### src/rtl/ro_ctrl_pkg.sv
// Shared definitions for the ring-oscillator measurement sequencer:
// FSM state encoding, the settle default and the SG13G2 acceptance band.
package ro_ctrl_pkg;

  typedef enum logic [2:0] {
    IDLE,
    ARM,
    SNAP,
    GATE,
    STOP,
    EVAL,
    DONE
  } ro_state_e;

  localparam int SETTLE_CYCLES_DEFAULT = 2;

  // Edge counts for a 1024-cycle window on a 100 MHz system clock,
  // bracketing the 50-70 MHz band expected from IHP SG13G2 silicon.
  localparam logic [31:0] SG13G2_LO_BOUND = 32'd512;
  localparam logic [31:0] SG13G2_HI_BOUND = 32'd717;

endpackage

### src/rtl/ro_window_timer.sv
// Loadable down-counter with a zero flag; times both the settle hold and
// the gate window of the measurement sequencer.
module ro_window_timer #(
  parameter int WIN_W = 16
) (
  input  logic             clk,
  input  logic             rst_n,
  input  logic             load,
  input  logic [WIN_W-1:0] load_val,
  input  logic             dec,
  output logic             zero
);

  logic [WIN_W-1:0] count;

  // NOTE: sequential state uses non-blocking assignments so every register
  // samples pre-edge values regardless of process ordering.
  always_ff @(posedge clk or negedge rst_n) begin
    if (!rst_n) begin
      count <= '0;
    end else if (load) begin
      count <= load_val;
    end else if (dec && count != '0) begin
      count <= count - WIN_W'(1);
    end
  end

  assign zero = (count == '0);

endmodule

### src/rtl/ro_measure_ctrl.sv
// Ring-oscillator measurement sequencer: gates ro_enable, snapshots ro_count
// and range-checks the delta. Define RO_AVG_EN to average 2^AVG_LOG2 windows.
module ro_measure_ctrl
  import ro_ctrl_pkg::*;
#(
  parameter int CNT_W         = 32,
  parameter int WIN_W         = 16,
  parameter int SETTLE_CYCLES = SETTLE_CYCLES_DEFAULT,  // must be >= 1
  parameter int AVG_LOG2      = 2
) (
  input  logic             clk,
  input  logic             rst_n,
  input  logic             start,
  input  logic [WIN_W-1:0] win_cycles,
  input  logic [CNT_W-1:0] lo_bound,
  input  logic [CNT_W-1:0] hi_bound,
  input  logic [CNT_W-1:0] ro_count,
  output logic             ro_enable,
  output logic             busy,
  output logic             done,
  output logic [CNT_W-1:0] result,
  output logic             pass,
  output logic             fail,
  output logic             err_cfg
);

  ro_state_e        state, state_next;
  logic [WIN_W-1:0] win_q;
  logic [CNT_W-1:0] lo_q, hi_q;
  logic [CNT_W-1:0] snap_a, snap_b, delta, meas;
  logic             snap_pending;
  logic             accept, in_window, last_win;
  logic             tmr_load, tmr_dec, tmr_zero;
  logic [WIN_W-1:0] tmr_val;

  // A start coinciding with the done pulse lands in IDLE but must be dropped.
  assign accept    = start && (state == IDLE) && !done;
  assign delta     = snap_b - snap_a;
  assign in_window = (meas >= lo_q) && (meas <= hi_q);

`ifdef RO_AVG_EN
  localparam int SUM_W   = CNT_W + AVG_LOG2;
  localparam int NUM_WIN = 1 << AVG_LOG2;

  logic [SUM_W-1:0]  sum, sum_next;
  logic [AVG_LOG2:0] win_idx;

  assign sum_next = sum + SUM_W'(delta);
  assign last_win = (win_idx == (AVG_LOG2 + 1)'(NUM_WIN - 1));
  assign meas     = CNT_W'(sum_next >> AVG_LOG2);

  always_ff @(posedge clk or negedge rst_n) begin
    if (!rst_n) begin
      sum     <= '0;
      win_idx <= '0;
    end else if (accept) begin
      sum     <= '0;
      win_idx <= '0;
    end else if (state == EVAL) begin
      sum     <= sum_next;
      win_idx <= win_idx + 1'b1;
    end
  end
`else
  logic unused_avg;
  assign unused_avg = ^AVG_LOG2;
  assign last_win   = 1'b1;
  assign meas       = delta;
`endif

  ro_window_timer #(
    .WIN_W(WIN_W)
  ) u_timer (
    .clk     (clk),
    .rst_n   (rst_n),
    .load    (tmr_load),
    .load_val(tmr_val),
    .dec     (tmr_dec),
    .zero    (tmr_zero)
  );

  always_ff @(posedge clk or negedge rst_n) begin
    if (!rst_n) state <= IDLE;
    else        state <= state_next;
  end

  // NOTE: every signal driven here gets a default first, so no path can
  // leave one unassigned and infer a latch.
  always_comb begin
    state_next = state;
    tmr_load   = 1'b0;
    tmr_val    = '0;
    tmr_dec    = 1'b0;
    unique case (state)
      IDLE: if (accept) begin
        if (win_cycles == '0) begin
          state_next = DONE;
        end else begin
          state_next = ARM;
          tmr_load   = 1'b1;
          tmr_val    = WIN_W'(SETTLE_CYCLES - 1);
        end
      end
      ARM: begin
        tmr_dec = 1'b1;
        if (tmr_zero) state_next = SNAP;
      end
      SNAP: begin
        state_next = GATE;
        tmr_load   = 1'b1;
        tmr_val    = win_q - WIN_W'(1);
      end
      GATE: begin
        tmr_dec = 1'b1;
        if (tmr_zero) state_next = STOP;
      end
      STOP: state_next = EVAL;
      EVAL: begin
        if (last_win) begin
          state_next = DONE;
        end else begin
          state_next = ARM;
          tmr_load   = 1'b1;
          tmr_val    = WIN_W'(SETTLE_CYCLES - 1);
        end
      end
      DONE:    state_next = IDLE;
      default: state_next = IDLE;
    endcase
  end

  always_ff @(posedge clk or negedge rst_n) begin
    if (!rst_n) begin
      win_q        <= '0;
      lo_q         <= '0;
      hi_q         <= '0;
      snap_a       <= '0;
      snap_b       <= '0;
      snap_pending <= 1'b0;
      ro_enable    <= 1'b0;
      busy         <= 1'b0;
      done         <= 1'b0;
      result       <= '0;
      pass         <= 1'b0;
      fail         <= 1'b0;
      err_cfg      <= 1'b0;
    end else begin
      done         <= (state == DONE);
      snap_pending <= (state == SNAP);
      // Opening snapshot trails SNAP by one edge so the delta covers exactly
      // the win_cycles GATE edges, matching the closing snapshot in STOP.
      if (snap_pending)              snap_a    <= ro_count;
      if (state == STOP)             snap_b    <= ro_count;
      if (state == GATE && tmr_zero) ro_enable <= 1'b0;
      if (state == DONE)             busy      <= 1'b0;

      if (accept) begin
        win_q     <= win_cycles;
        lo_q      <= lo_bound;
        hi_q      <= hi_bound;
        busy      <= 1'b1;
        ro_enable <= (win_cycles != '0);
        result    <= '0;
        pass      <= 1'b0;
        fail      <= (win_cycles == '0);
        err_cfg   <= (win_cycles == '0);
      end

      if (state == EVAL) begin
        if (last_win) begin
          result <= meas;
          pass   <= in_window;
          fail   <= !in_window;
        end else begin
          ro_enable <= 1'b1;
        end
      end
    end
  end

endmodule
### config.mk
export PLATFORM = sky130hd
export DESIGN_NAME = ro_measure_ctrl
export DESIGN_NICKNAME = d
export VERILOG_FILES = /design/src/rtl/ro_ctrl_pkg.sv /design/src/rtl/ro_window_timer.sv /design/src/rtl/ro_measure_ctrl.sv
export SDC_FILE = /design/constraint.sdc
export NUM_CORES = 1
export LEC_CHECK = 0
export BUFFER_PORTS_ARGS = -buffer_cell sky130_fd_sc_hd__buf_2
export CORE_MARGIN = 2
export CORE_UTILIZATION = 40
export DETAILED_ROUTE_END_ITERATION = 7
export PLACE_DENSITY_LB_ADDON = 0.3
export SLEW_MARGIN = 20
export SYNTH_ARGS = -nofsm -noshare
export SYNTH_HDL_FRONTEND = slang
export SYNTH_SLANG_ARGS = --single-unit
### constraint.sdc
create_clock -name clk -period 9.6 [get_ports clk]
set_input_delay 1.92 -clock clk [delete_from_list [all_inputs] [get_ports clk]]
set_output_delay 1.92 -clock clk [all_outputs]
set_load 0.02 [all_outputs]
==> impl_summary.txt, run 1 <==
----------------------------------------------------
[Min path]
  Min-delay worst type ... register to register

[Timing]
  Final Hold Vio Count ... 0
  Max-slew headroom at the worst pin ... 44.3%
  Total Neg Setup Slack ... 0 ns
  Min cycle time layout ... 4.61 ns
  Worst slew pin tran ... 0.827 ns
  Ratio of final minimum period to clock period ... 48.1%
  Fmax ... 217 MHz
  Setup-failing EPs final ... 0
  Setup skew after layout ... 0.0192 ns
  Count of pins over their slew limit ... 0
  Unrepaired setup endpoints after global routing ... false

[Clock tree]
  Worst-path clk slew ... 0.06 ns
  Clock tree from TritonCTS ... built
  Sinks on the clock net ... 202
  Number of buffers inserted during clock tree synthesis ... 25
  Post-CTS sizing ... 0
  Number of buffers between clock root and the deepest sink ... 3
  Insertion delay to the later sink of the worst-skew pair ... 0.52 ns
  H-tree depth reported by CTS ... 1
  Hold-fix buffer count after cts ... 0
  CTS Root Cell ... sky130_fd_sc_hd__clkbuf_16
  Post-CTS setup buffer count ... 0

[Synth]
  Area share of the largest cell type after synthesis ... 44.8%
  Top_reg_cell synth ... sky130_fd_sc_hd__dfrtp_1
  Nets in the synthesized netlist ... 1,455
  Largest family of logic cells by synthesized area ... compound AO/OA/AOI/OAI gates
  Synth Warn # ... 0
  Post-synth EDFFs ... 0
  Cell Area, Synth ... 11,300 sq um
  Ys async rst share ... 100%
  Leading post-synthesis cells by cell area ... sky130_fd_sc_hd__dfrtp_1 45%, sky130_fd_sc_hd__ha_1 11%, sky130_fd_sc_hd__nand2_1 8.1%
  XOR/XNOR share of the synthesized area ... 4.27%
  Synthesized instance count ... 1,242
  Adder-cell share of the synthesized area ... 10.9%
  Post-synthesis compound-gate area fraction ... 15.7%
  Average size of a mapped cell ... 9.08 sq um
  Area leader, netlist ... sky130_fd_sc_hd__dfrtp_1
  Number of synthesized register bits ... 202
  Synthesized-area fraction occupied by and/or/nand/nor cells ... 15.6%
  Fraction of the yosys area taken by sequential cells ... 44.8%
  Distinct cells, synth ... 52
  Portion of netlist area occupied by mux cells ... 3.38%

[Finish]
  Area added between synthesis and finish ... 17.1%
  Commonest cells after routing, fill and taps aside ... 242 x sky130_fd_sc_hd__nand2_1, 201 x sky130_fd_sc_hd__dfrtp_1, 151 x sky130_fd_sc_hd__buf_2, 141 x sky130_fd_sc_hd__o21ai_0, 108 x sky130_fd_sc_hd__inv_1
  Non-filler cells in the finished layout ... 1,771
  Share of cells above drive strength 1 ... 17.7%
  Most common cell after layout, fill and taps aside ... sky130_fd_sc_hd__nand2_1
  Number of nets in the layout ... 1,590
  Count of filler cells inserted in the layout ... 2,711
  Number of diodes ... 0

[Floorplanning]
  Initial cell density of the core ... 40.6%
  Die area ... 29,600 sq um
  Die boundary height ... 172 microns
  Number of top-level design ports ... 153
  Placeable core region ... 27,800 sq um
  Die W ... 172 microns
  Num rows ... 61

[Critical path]
  Number of cells on the worst reg-to-reg path ... 18
  Crit. End Element ... register
  Largest fanout of any net on the critical path ... 3
  Critical register-to-register path startpoint ... snap_b[0]
  Critical path startpoint category ... register
  Stages on the worst setup path ... 18
  Endpoint of the worst setup timing path ... fail
  R2r setup slk ... 4.99 ns
  Critical path's most frequent cell ... sky130_fd_sc_hd__a21o_1
  Critical path start-end classification ... register to register
  Worst setup path start ... snap_b[0]
  Crit path largest cell delay ... 0.49 ns
  Crit path cell chain ... inv_1 -> ha_1 -> inv_1 -> fa_1 -> a21o_1 -> a221oi_1 -> o21bai_1 -> a221o_1 -> a2111oi_0 -> nor2_1 -> xor2_1 -> ha_1 -> a21o_1 -> a21o_1 -> a2111oi_0 -> o211ai_1 -> a2bb2oi_1 -> o21ai_0
  CP top delay family ... compound AO/OA/AOI/OAI gates
  R2R Path End ... fail
  Worst Path Arrival ... 5.01 ns
  Buffers and inverters on the worst path ... 2
  Slowest cell on the critical path ... sky130_fd_sc_hd__a2111oi_0
  Required time worst endpoint ... 9.99 ns

[Power and ir drop]
  Largest vdd supply drop ... 0.000128 V
  Int Pwr ... 2.11 mW
  Sequential fraction of design power ... 38.6%
  Share of total power in the clock network ... 28.4%
  Leakage power figure ... 6.49 nW
  Combinational fraction of design power ... 33.0%
  Switching power ... 1.16 mW
  Sw frac ... 35.5%
  Power density of the placed cells ... 248 nW/um^2

[Place]
  Number of placed instances with taps included ... 1,728
  DPL Wire Length ... 21,900 microns
  Global placement routability congestion ... 0.914
  Buffers on Ports ... 152

[Drt]
  Count of TritonRoute iterations in the first routing pass ... 5
  Initial DRC count ... 706
  DR vias/cell ... 5.22
  Met2 Wirelength ... 13,200 microns
  DR WL/cell ... 16.7 microns
  Highest layer used for signal routing ... met4
  WL final ... 29,500 microns
  Final routed DRC violation total ... 0
  Total number of vias ... 9,238
  Routed length on met3 ... 1490 microns
  Number of nets with antenna violations after routing ... 0
  Routed met1 length ... 14,100 microns

[Global routing]
  Number of global-route vias before repair ... 9,012
  Largest net degree at the start of global routing ... 90
  First-pass GRT wire length ... 46,800 microns
  Global-route total usage across every layer ... 19.9%
  Total global routing overflow ... 0
  Number of antenna violations at the first check in global routing ... 0

[Run status]
  Outcome ... finished, final reports clean

[Job]
  Max capacitance violation total ... 0

----------------------------------------------------
metal layers:
| metal | vias to the layer above | GRT usage, % |
|---|---|---|
| li1 | 4526 | - |
| met1 | 4438 | 28.3 |
| met2 | 227 | 31.8 |
| met3 | 47 | 3.27 |
| met4 | 0 | 5.01 |
| met5 | - | 0 |
through the flow:
step | power [mW] | util, % | hold WS, ns | setup WS [ns] | instance area (sq um)
global placement | 2.31 | 44.6 | 0.457 | 4.95 | 12400
global route | 3.52 | 47.5 | 0.509 | 4.61 | 13200
CTS | 3.30 | 47.5 | 0.485 | 4.95 | 13200
floorplan | 2.00 | - | 0.431 | 5.59 | 11300
finish | 3.27 | 47.5 | 0.483 | 4.99 | 13200
detailed placement | 2.35 | 44.6 | 0.472 | 4.96 | 12400
synth_stat cells (all sizes together) (6+ instances only):
cell type,number
a211oi,6
nand3,24
nand2b,10
dfrtp,202
o21ai,142
mux2,33
nor3,14
nor4,15
nor2,52
nand4,18
o31ai,6
xor2,24
a31oi,6
a21oi,56
a21o,24
clkbuf,51
nand2,242
xnor2,31
inv,108
ha,97
o2bb2ai,12
o22ai,9
nor2b,6
logic make-up after synthesis:
logic type / count (synthesis)
flops: 202
simple gates: 402
compound gates: 292
fa+ha+maj: 98
xor+xnor: 55
mux: 34
buf+inv: 159
power by group through the flow:
stage          Clock [mW]  Sequential, mW  Combinational [mW]
2_1_floorplan           0            1.29               0.712
3_3_place_gp            0            1.26                1.05
3_5_place_dp            0            1.27                1.08
4_1_cts             0.948            1.26                1.09
5_1_grt             0.984            1.29                1.24
6_report            0.928            1.26                1.08
worst min path at each step:
| stage | startpoint | end | slack [ns] | cells past startpoint |
|---|---|---|---|---|
| after floorplan | win_q[0] | u_timer.count[0] | 0.43 | 1 |
| after global placement | err_cfg | err_cfg | 0.46 | 1 |
| after detailed placement | fail | fail | 0.47 | 2 |
| after CTS | fail | fail | 0.49 | 2 |
| after global routing | fail | fail | 0.51 | 2 |
| final | fail | fail | 0.48 | 2 |
state kept, by name, summed over array words and instances (netlist names):
| register | count |
|---|---|
| busy | 1 |
| done | 1 |
| err_cfg | 1 |
| fail | 1 |
| hi_q | 32 |
| lo_q | 32 |
| pass | 1 |
| result | 32 |
| ro_enable | 1 |
| snap_a | 32 |
| snap_b | 32 |
| snap_pending | 1 |
| state | 3 |
| u_timer.count | 16 |
| win_q | 16 |
final cells by class:
class                   count  area [sq um]  area share, %
multi-input cells         881          5650           42.8
flip-flops and latches    202          5060           38.3
repair buffers            159           822           6.22
clock buffers              33           696           5.27
well taps                 378           473           3.58
inverters                 108           405           3.07
clock inverters            10           109          0.824
worst register-to-register path, stage by stage (launching register included):
cell and delay [ns]:
sky130_fd_sc_hd__dfrtp_1 0.36, sky130_fd_sc_hd__inv_1 0.06, sky130_fd_sc_hd__ha_1 0.16, sky130_fd_sc_hd__inv_1 0.06, sky130_fd_sc_hd__fa_1 0.40, sky130_fd_sc_hd__a21o_1 0.19
sky130_fd_sc_hd__a221oi_1 0.47, sky130_fd_sc_hd__o21bai_1 0.16, sky130_fd_sc_hd__a221o_1 0.37, sky130_fd_sc_hd__a2111oi_0 0.49, sky130_fd_sc_hd__nor2_1 0.11, sky130_fd_sc_hd__xor2_1 0.21
sky130_fd_sc_hd__ha_1 0.21, sky130_fd_sc_hd__a21o_1 0.15, sky130_fd_sc_hd__a21o_1 0.17, sky130_fd_sc_hd__a2111oi_0 0.46, sky130_fd_sc_hd__o211ai_1 0.15, sky130_fd_sc_hd__a2bb2oi_1 0.21
sky130_fd_sc_hd__o21ai_0 0.11
No activity file was read; power rests on OpenSTA's default activity.
==> run 2, diff against run 1 <==
--- a/config.mk
+++ b/config.mk
@@ -5,6 +5,7 @@
 export SDC_FILE = /design/constraint.sdc
 export NUM_CORES = 1
 export LEC_CHECK = 0
+export ABC_AREA = 1
 export BUFFER_PORTS_ARGS = -buffer_cell sky130_fd_sc_hd__buf_2
 export CORE_MARGIN = 2
 export CORE_UTILIZATION = 40
==> constraint.sdc (replaced) <==
create_clock -name clk -period 4.15 [get_ports clk]
set_input_delay 0.83 -clock clk [delete_from_list [all_inputs] [get_ports clk]]
set_output_delay 0.83 -clock clk [all_outputs]
set_load 0.02 [all_outputs]
==> impl_summary.txt, run 2 <==
----------------------------------------------------
[Run status]
  Outcome ... finished, final reports clean

[Place]
  Number of placed instances with taps included ... 2,021 (+17%)
  Instance area after placement ... 13,100 sq um (+5.7%)
  Global placement routability congestion ... 0.911 (-0.32%)
  Worst slack at placement ... 0.555 ns (-4.40 ns)
  Buffers on Ports ... 152 (unchanged)
  DPL Wire Length ... 24,700 microns (+13%)

[Synth]
  Top_reg_cell synth ... sky130_fd_sc_hd__dfrtp_1
  Distinct cells, synth ... 38 (-27%)
  Ys async rst share ... 100% (unchanged)
  Most repeated cell in the gate-level netlist after synthesis ... sky130_fd_sc_hd__nand2_1
  Post-synth EDFFs ... 0 (unchanged)
  Leading post-synthesis cells by cell area ... sky130_fd_sc_hd__dfrtp_1 42%, sky130_fd_sc_hd__nand2_1 13%, sky130_fd_sc_hd__ha_1 10%
  Synthesized instance count ... 1,508 (+21%)
  Nets in the synthesized netlist ... 1,721 (+18%)
  Commonest cells in the netlist ... 409 x sky130_fd_sc_hd__nand2_1, 202 x sky130_fd_sc_hd__dfrtp_1, 197 x sky130_fd_sc_hd__inv_1, 152 x sky130_fd_sc_hd__o21ai_0, 98 x sky130_fd_sc_hd__nor2_1
  Synth Warn # ... 0 (unchanged)
  Area share of the largest cell type after synthesis ... 42.4% (-2.4 points)
  Number of synthesized register bits ... 202 (unchanged)
  Average size of a mapped cell ... 7.91 sq um (-13%)
  Fraction of the yosys area taken by sequential cells ... 42.4% (-2.4 points)
  Cell Area, Synth ... 11,900 sq um (+5.8%)
  Area leader, netlist ... sky130_fd_sc_hd__dfrtp_1

[Drt]
  DR vias/cell ... 5.04 (-3.3%)
  Initial DRC count ... 790 (+12%)
  Final routed DRC violation total ... 0 (unchanged)
  WL final ... 32,100 microns (+8.8%)
  Count of TritonRoute iterations in the first routing pass ... 5 (unchanged)
  DR WL/cell ... 15.5 microns (-6.7%)
  Total number of vias ... 10,400 (+13%)
  Number of nets with antenna violations after routing ... 0 (unchanged)

[Critical path]
  Critical path startpoint category ... register
  Critical path start-end classification ... register to register
  Largest fanout of any net on the critical path ... 3 (unchanged)
  Worst Path Arrival ... 4.02 ns (-0.99 ns)
  Required time worst endpoint ... 4.55 ns (-5.44 ns)
  Crit. End Element ... register

[Timing]
  Setup-failing EPs final ... 0 (unchanged)
  Fmax ... 276 MHz (+28%)
  Unrepaired setup endpoints after global routing ... false
  Ratio of final minimum period to clock period ... 87.2% (+39 points)
  Max-slew headroom at the worst pin ... 34.6% (-9.7 points)
  Count of pins over their slew limit ... 0 (unchanged)
  Worst slew pin tran ... 0.980 ns (+0.153 ns)
  Setup WS post-layout ... 0.532 ns (-4.45 ns)
  Total Neg Setup Slack ... 0 ns (unchanged)
  Final Hold Vio Count ... 0 (unchanged)
  Setup skew after layout ... 0.0299 ns (+0.0107 ns)
  Min cycle time layout ... 3.62 ns (-0.995 ns)

[Clock tree]
  Number of buffers between clock root and the deepest sink ... 3 (unchanged)
  H-tree depth reported by CTS ... 1 (unchanged)
  Worst-path clk slew ... 0.06 ns (about the same)
  CTS Root Cell ... sky130_fd_sc_hd__clkbuf_16
  Post-CTS sizing ... 0 (unchanged)
  Number of buffers inserted during clock tree synthesis ... 24 (-4.0%)
  Hold-fix buffer count after cts ... 0 (unchanged)
  Insertion delay to the later sink of the worst-skew pair ... 0.53 ns (about the same)
  Sinks on the clock net ... 202 (unchanged)
  Post-CTS setup buffer count ... 0 (unchanged)
  Clock tree from TritonCTS ... built

[Global routing]
  Met2 track demand over resource ... 33.9% (+2.1 points)
  Number of global-route vias before repair ... 10,200 (+13%)
  Global-route total usage across every layer ... 20.8% (+0.87 points)
  Largest net degree at the start of global routing ... 136 (+51%)
  Number of antenna violations at the first check in global routing ... 0 (unchanged)
  Met1 Use GR ... 28.9% (+0.55 points)
  Total global routing overflow ... 0 (unchanged)
  GR met3 Demand/Resource ... 2.79% (-0.48 points)
  Most utilized layer in the global route result ... met2
  First-pass GRT wire length ... 51,700 microns (+10%)

[Floorplanning]
  Die boundary height ... 177 microns (+2.8%)
  Die W ... 177 microns (+2.8%)
  Die area ... 31,200 sq um (+5.6%)
  Num rows ... 63 (+3.3%)
  Initial cell density of the core ... 40.5% (-0.13 points)
  Placeable core region ... 29,500 sq um (+6.1%)
  Number of top-level design ports ... 153 (unchanged)

[Finish]
  Number of nets in the layout ... 1,870 (+18%)
  Most common cell after layout, fill and taps aside ... sky130_fd_sc_hd__nand2_1
  Non-filler cells in the finished layout ... 2,065 (+17%)
  Share of cells above drive strength 1 ... 14.7% (-2.9 points)
  Finished layout cell area ... 13,900 sq um (+5.1%)
  Count of filler cells inserted in the layout ... 2,923 (+7.8%)
  Commonest cells after routing, fill and taps aside ... 409 x sky130_fd_sc_hd__nand2_1, 201 x sky130_fd_sc_hd__dfrtp_1, 197 x sky130_fd_sc_hd__inv_1, 152 x sky130_fd_sc_hd__o21ai_0, 151 x sky130_fd_sc_hd__buf_2
  Number of diodes ... 0 (unchanged)
  Area added between synthesis and finish ... 16.3%

[Min path]
  Min-delay worst type ... input pin to async pin

[Job]
  Max capacitance violation total ... 0 (unchanged)

----------------------------------------------------
==> run 2: changes by cell type after synthesis, sizes merged, moves of 22 or more <==
cell	delta
xnor2	-26
clkbuf	-29
inv	+93
nand3	+34
nand2	+169
nor2	+51
a21oi	+22
==> run 2: path summary, 6_finish.rpt <==
kind / from / to / slack (ns) / cells after the start
worst max-delay path: snap_b[0] / fail / 0.53 / 23
worst min-delay path: rst_n / win_q[13] / 0.23 / 1
worst max register to register: snap_b[0] / fail / 0.53 / 23
worst min register to register: result[9] / result[9] / 0.48 / 2
max in group asynchronous: rst_n / u_timer.count[11] / 3.06 / 2
min in group clk: result[9] / result[9] / 0.48 / 2
==> run 2: cell families after synthesis <==
| logic type | after synthesis | synth area share, % |
|---|---|---|
| simple gates | 638 | 22.3 |
| compound gates | 277 | 12.5 |
| buf+inv | 238 | 7.82 |
| flops | 202 | 42.4 |
| fa+ha+maj | 98 | 10.3 |
| mux | 31 | 2.93 |
| xor+xnor | 24 | 1.76 |
==> run 2: area by class of cell <==
type	count	area, sq um	area share [%]
Multi-Input combinational cell	1068	5950	42.9
Timing Repair Buffer	160	855	6.15
Sequential cell	202	5060	36.4
Tap cell	390	488	3.51
Clock buffer	30	644	4.64
Inverter	201	757	5.45
Clock inverter	14	134	0.964
==> run 2: critical path, cell delays in order (launching register included) <==
cell and delay [ns]:
sky130_fd_sc_hd__dfrtp_1 0.35, sky130_fd_sc_hd__inv_1 0.07, sky130_fd_sc_hd__ha_1 0.14, sky130_fd_sc_hd__inv_1 0.06, sky130_fd_sc_hd__fa_1 0.41, sky130_fd_sc_hd__nand2_1 0.08, sky130_fd_sc_hd__nand2_1 0.05, sky130_fd_sc_hd__o21ai_1 0.15
sky130_fd_sc_hd__o21ai_0 0.22, sky130_fd_sc_hd__nand2_1 0.11, sky130_fd_sc_hd__nand2_1 0.10, sky130_fd_sc_hd__nand2_1 0.13, sky130_fd_sc_hd__nand3b_1 0.10, sky130_fd_sc_hd__and2_1 0.22, sky130_fd_sc_hd__ha_1 0.29, sky130_fd_sc_hd__nand2_1 0.06
sky130_fd_sc_hd__nor2_1 0.13, sky130_fd_sc_hd__nand2_1 0.09, sky130_fd_sc_hd__nor4_1 0.34, sky130_fd_sc_hd__nand4_1 0.13, sky130_fd_sc_hd__nand2_1 0.10, sky130_fd_sc_hd__nand2_1 0.07, sky130_fd_sc_hd__nand2_1 0.06, sky130_fd_sc_hd__nand2_1 0.04
==> run 2: layer usage <==
metal / vias to the layer above / wire, microns
met4: 0 / 983
li1: 5206 / -
met5: - / 0
met2: 284 / 14800
met1: 4859 / 14600
met3: 62 / 1750
==> run 2: per-stage QoR <==
step | utilization (%) | hold slack [ns]
global placement | 44.5 | 0.462
CTS | 47.1 | 0.223
detailed placement | 44.5 | 0.462
global route | 47.1 | 0.249
floorplan | - | 0.448
finish | 47.1 | 0.231
Power of run 2 is not shown: default switching activity piles up to over one toggle a cycle in this logic, so the estimate is an artifact.
==> run 3, diff against run 2 <==
--- a/config.mk
+++ b/config.mk
@@ -8,7 +8,7 @@
 export ABC_AREA = 1
 export BUFFER_PORTS_ARGS = -buffer_cell sky130_fd_sc_hd__buf_2
 export CORE_MARGIN = 2
-export CORE_UTILIZATION = 40
+export CORE_UTILIZATION = 53
 export DETAILED_ROUTE_END_ITERATION = 7
 export PLACE_DENSITY_LB_ADDON = 0.3
 export SLEW_MARGIN = 20
==> impl_summary.txt, run 3 (same netlist as run 2, synthesis figures left out) <==
----------------------------------------------------
[Drt]
  Routed length on met3 ... 1560 microns (-11%)
  Total number of vias ... 10,400 (-0.30%)
  Initial DRC count ... 600 (-24%)
  Number of nets with antenna violations after routing ... 0 (unchanged)
  Final routed DRC violation total ... 0 (unchanged)
  DR WL/cell ... 15.9 microns (+2.1%)
  WL final ... 30,900 microns (-3.8%)
  Count of TritonRoute iterations in the first routing pass ... 5 (unchanged)
  DR vias/cell ... 5.33 (+5.7%)
  Highest layer used for signal routing ... met4
  Met2 Wirelength ... 14,600 microns (-1.1%)
  Routed met1 length ... 13,600 microns (-6.2%)

[Clock tree]
  Insertion delay to the later sink of the worst-skew pair ... 0.52 ns (about the same)
  CTS Root Cell ... sky130_fd_sc_hd__clkbuf_16
  Post-CTS sizing ... 0 (unchanged)
  Hold-fix buffer count after cts ... 0 (unchanged)
  Number of buffers inserted during clock tree synthesis ... 22 (-8.3%)
  Number of buffers between clock root and the deepest sink ... 3 (unchanged)
  Sinks on the clock net ... 202 (unchanged)
  Clock tree from TritonCTS ... built
  Post-CTS setup buffer count ... 0 (unchanged)
  H-tree depth reported by CTS ... 1 (unchanged)
  Worst-path clk slew ... 0.06 ns (about the same)

[Finish]
  Count of filler cells inserted in the layout ... 1,965 (-33%)
  Number of nets in the layout ... 1,870 (unchanged)
  Commonest cells after routing, fill and taps aside ... 409 x sky130_fd_sc_hd__nand2_1, 201 x sky130_fd_sc_hd__dfrtp_1, 197 x sky130_fd_sc_hd__inv_1, 152 x sky130_fd_sc_hd__o21ai_0, 151 x sky130_fd_sc_hd__buf_2
  Most common cell after layout, fill and taps aside ... sky130_fd_sc_hd__nand2_1
  Finished layout cell area ... 13,700 sq um (-1.5%)
  Number of diodes ... 0 (unchanged)
  Area added between synthesis and finish ... 14.6%
  Share of cells above drive strength 1 ... 14.5% (-0.29 points)
  Non-filler cells in the finished layout ... 1,947 (-5.7%)

[Place]
  Buffers on Ports ... 152 (unchanged)
  Instance area after placement ... 13,000 sq um (-1.0%)
  DPL Wire Length ... 23,900 microns (-3.3%)
  Number of placed instances with taps included ... 1,913 (-5.3%)
  Global placement routability congestion ... 0.934 (+2.5%)

[Timing]
  Worst slew pin tran ... 0.956 ns (-0.0243 ns)
  Min cycle time layout ... 3.57 ns (-0.0458 ns)
  Final Hold Vio Count ... 0 (unchanged)
  Fmax ... 280 MHz (+1.3%)
  Setup skew after layout ... 0.00927 ns (-0.0206 ns)
  Total Neg Setup Slack ... 0 ns (unchanged)
  Count of pins over their slew limit ... 0 (unchanged)
  Setup-failing EPs final ... 0 (unchanged)
  Worst hold-check slack ... 0.308 ns (+0.0772 ns)
  Unrepaired setup endpoints after global routing ... false
  Max-slew headroom at the worst pin ... 36.3% (+1.6 points)
  Ratio of final minimum period to clock period ... 86.1% (-1.1 points)

[Critical path]
  Crit. End Element ... register
  Critical register-to-register path startpoint ... snap_a[0]
  Critical path start-end classification ... register to register
  Number of cells on the worst reg-to-reg path ... 23 (unchanged)
  Largest fanout of any net on the critical path ... 3 (unchanged)
  R2r setup slk ... 0.58 ns (+0.05 ns)
  Required time worst endpoint ... 4.55 ns (about the same)
  R2R Path End ... fail
  Critical path startpoint category ... register
  Worst Path Arrival ... 3.98 ns (-0.04 ns)

[Floorplanning]
  Die W ... 154 microns (-13%)
  Initial cell density of the core ... 54.3% (+14 points)
  Placeable core region ... 22,000 sq um (-26%)
  Die boundary height ... 154 microns (-13%)
  Number of top-level design ports ... 153 (unchanged)
  Num rows ... 54 (-14%)
  Die area ... 23,700 sq um (-24%)

[Min path]
  Min-delay worst type ... input pin to async pin

[Global routing]
  Total global routing overflow ... 0 (unchanged)
  Number of antenna violations at the first check in global routing ... 0 (unchanged)
  Number of global-route vias before repair ... 10,400 (+2.5%)
  First-pass GRT wire length ... 50,000 microns (-3.3%)
  Global-route total usage across every layer ... 26.1% (+5.3 points)
  Largest net degree at the start of global routing ... 72 (-47%)

[Run status]
  Outcome ... finished, final reports clean

[Job]
  Max capacitance violation total ... 0 (unchanged)

----------------------------------------------------
-- run 3: cell types whose count changed in the layout (fill, tap and decap cells not counted), sizes merged --
| cell | delta |
|---|---|
| buf | +2 |
| clkbuf | -1 |
| inv | -1 |
| clkinvlp | -3 |
| clkinv | -5 |
-- run 3: worst max-delay path, stage by stage (launching register included) --
cell and delay (ns):
sky130_fd_sc_hd__dfrtp_1 0.38, sky130_fd_sc_hd__ha_1 0.20, sky130_fd_sc_hd__inv_1 0.08, sky130_fd_sc_hd__fa_1 0.20, sky130_fd_sc_hd__nand2_1 0.06, sky130_fd_sc_hd__nand2_1 0.06, sky130_fd_sc_hd__o21ai_1 0.11, sky130_fd_sc_hd__o21ai_0 0.40
sky130_fd_sc_hd__nand2_1 0.10, sky130_fd_sc_hd__nand2_1 0.17, sky130_fd_sc_hd__nand3_1 0.11, sky130_fd_sc_hd__nand2_1 0.08, sky130_fd_sc_hd__nand2_1 0.05, sky130_fd_sc_hd__and2_1 0.18, sky130_fd_sc_hd__ha_1 0.28, sky130_fd_sc_hd__nand2_1 0.06
sky130_fd_sc_hd__nor2_1 0.13, sky130_fd_sc_hd__nand2_1 0.08, sky130_fd_sc_hd__nor4_1 0.33, sky130_fd_sc_hd__nand4_1 0.14, sky130_fd_sc_hd__nand2_1 0.09, sky130_fd_sc_hd__nand2_1 0.06, sky130_fd_sc_hd__nand2_1 0.06, sky130_fd_sc_hd__nand2_1 0.05
-- run 3: area by class of cell --
| cell class | count | area, sq um | share of cell area (%) |
|---|---|---|---|
| repair buffers | 162 | 857 | 6.27 |
| inverters | 201 | 757 | 5.54 |
| multi-input cells | 1068 | 5950 | 43.5 |
| clock inverters | 5 | 75.1 | 0.549 |
| clock buffers | 29 | 628 | 4.59 |
| flip-flops and latches | 202 | 5060 | 37.0 |
| well taps | 280 | 350 | 2.56 |
-- run 3: worst max path at each step --
stage	startpoint	endpoint	slack, ns	cells past startpoint
after floorplan	snap_b[0]	fail	1.11	23
after global placement	snap_b[0]	fail	0.63	23
after detailed placement	snap_a[0]	fail	0.58	23
after CTS	snap_a[0]	fail	0.57	23
after global routing	snap_b[0]	fail	0.19	23
final	snap_a[0]	fail	0.58	23
-- run 3: metal layers --
| layer | vias to the layer above | GRT usage (%) |
|---|---|---|
| li1 | 5201 | - |
| met1 | 4821 | 34.1 |
| met2 | 289 | 44.6 |
| met3 | 69 | 3.72 |
| met4 | 0 | 9.03 |
| met5 | - | 0 |
-- run 3: stage by stage --
stage,utilization (%),setup slack [ns]
4_1_cts,62.3,0.566
3_5_place_dp,59.1,0.578
2_1_floorplan,-,1.11
6_report,62.3,0.578
3_3_place_gp,59.1,0.631
5_1_grt,62.3,0.191
Power of run 3 is left out for the same reason.
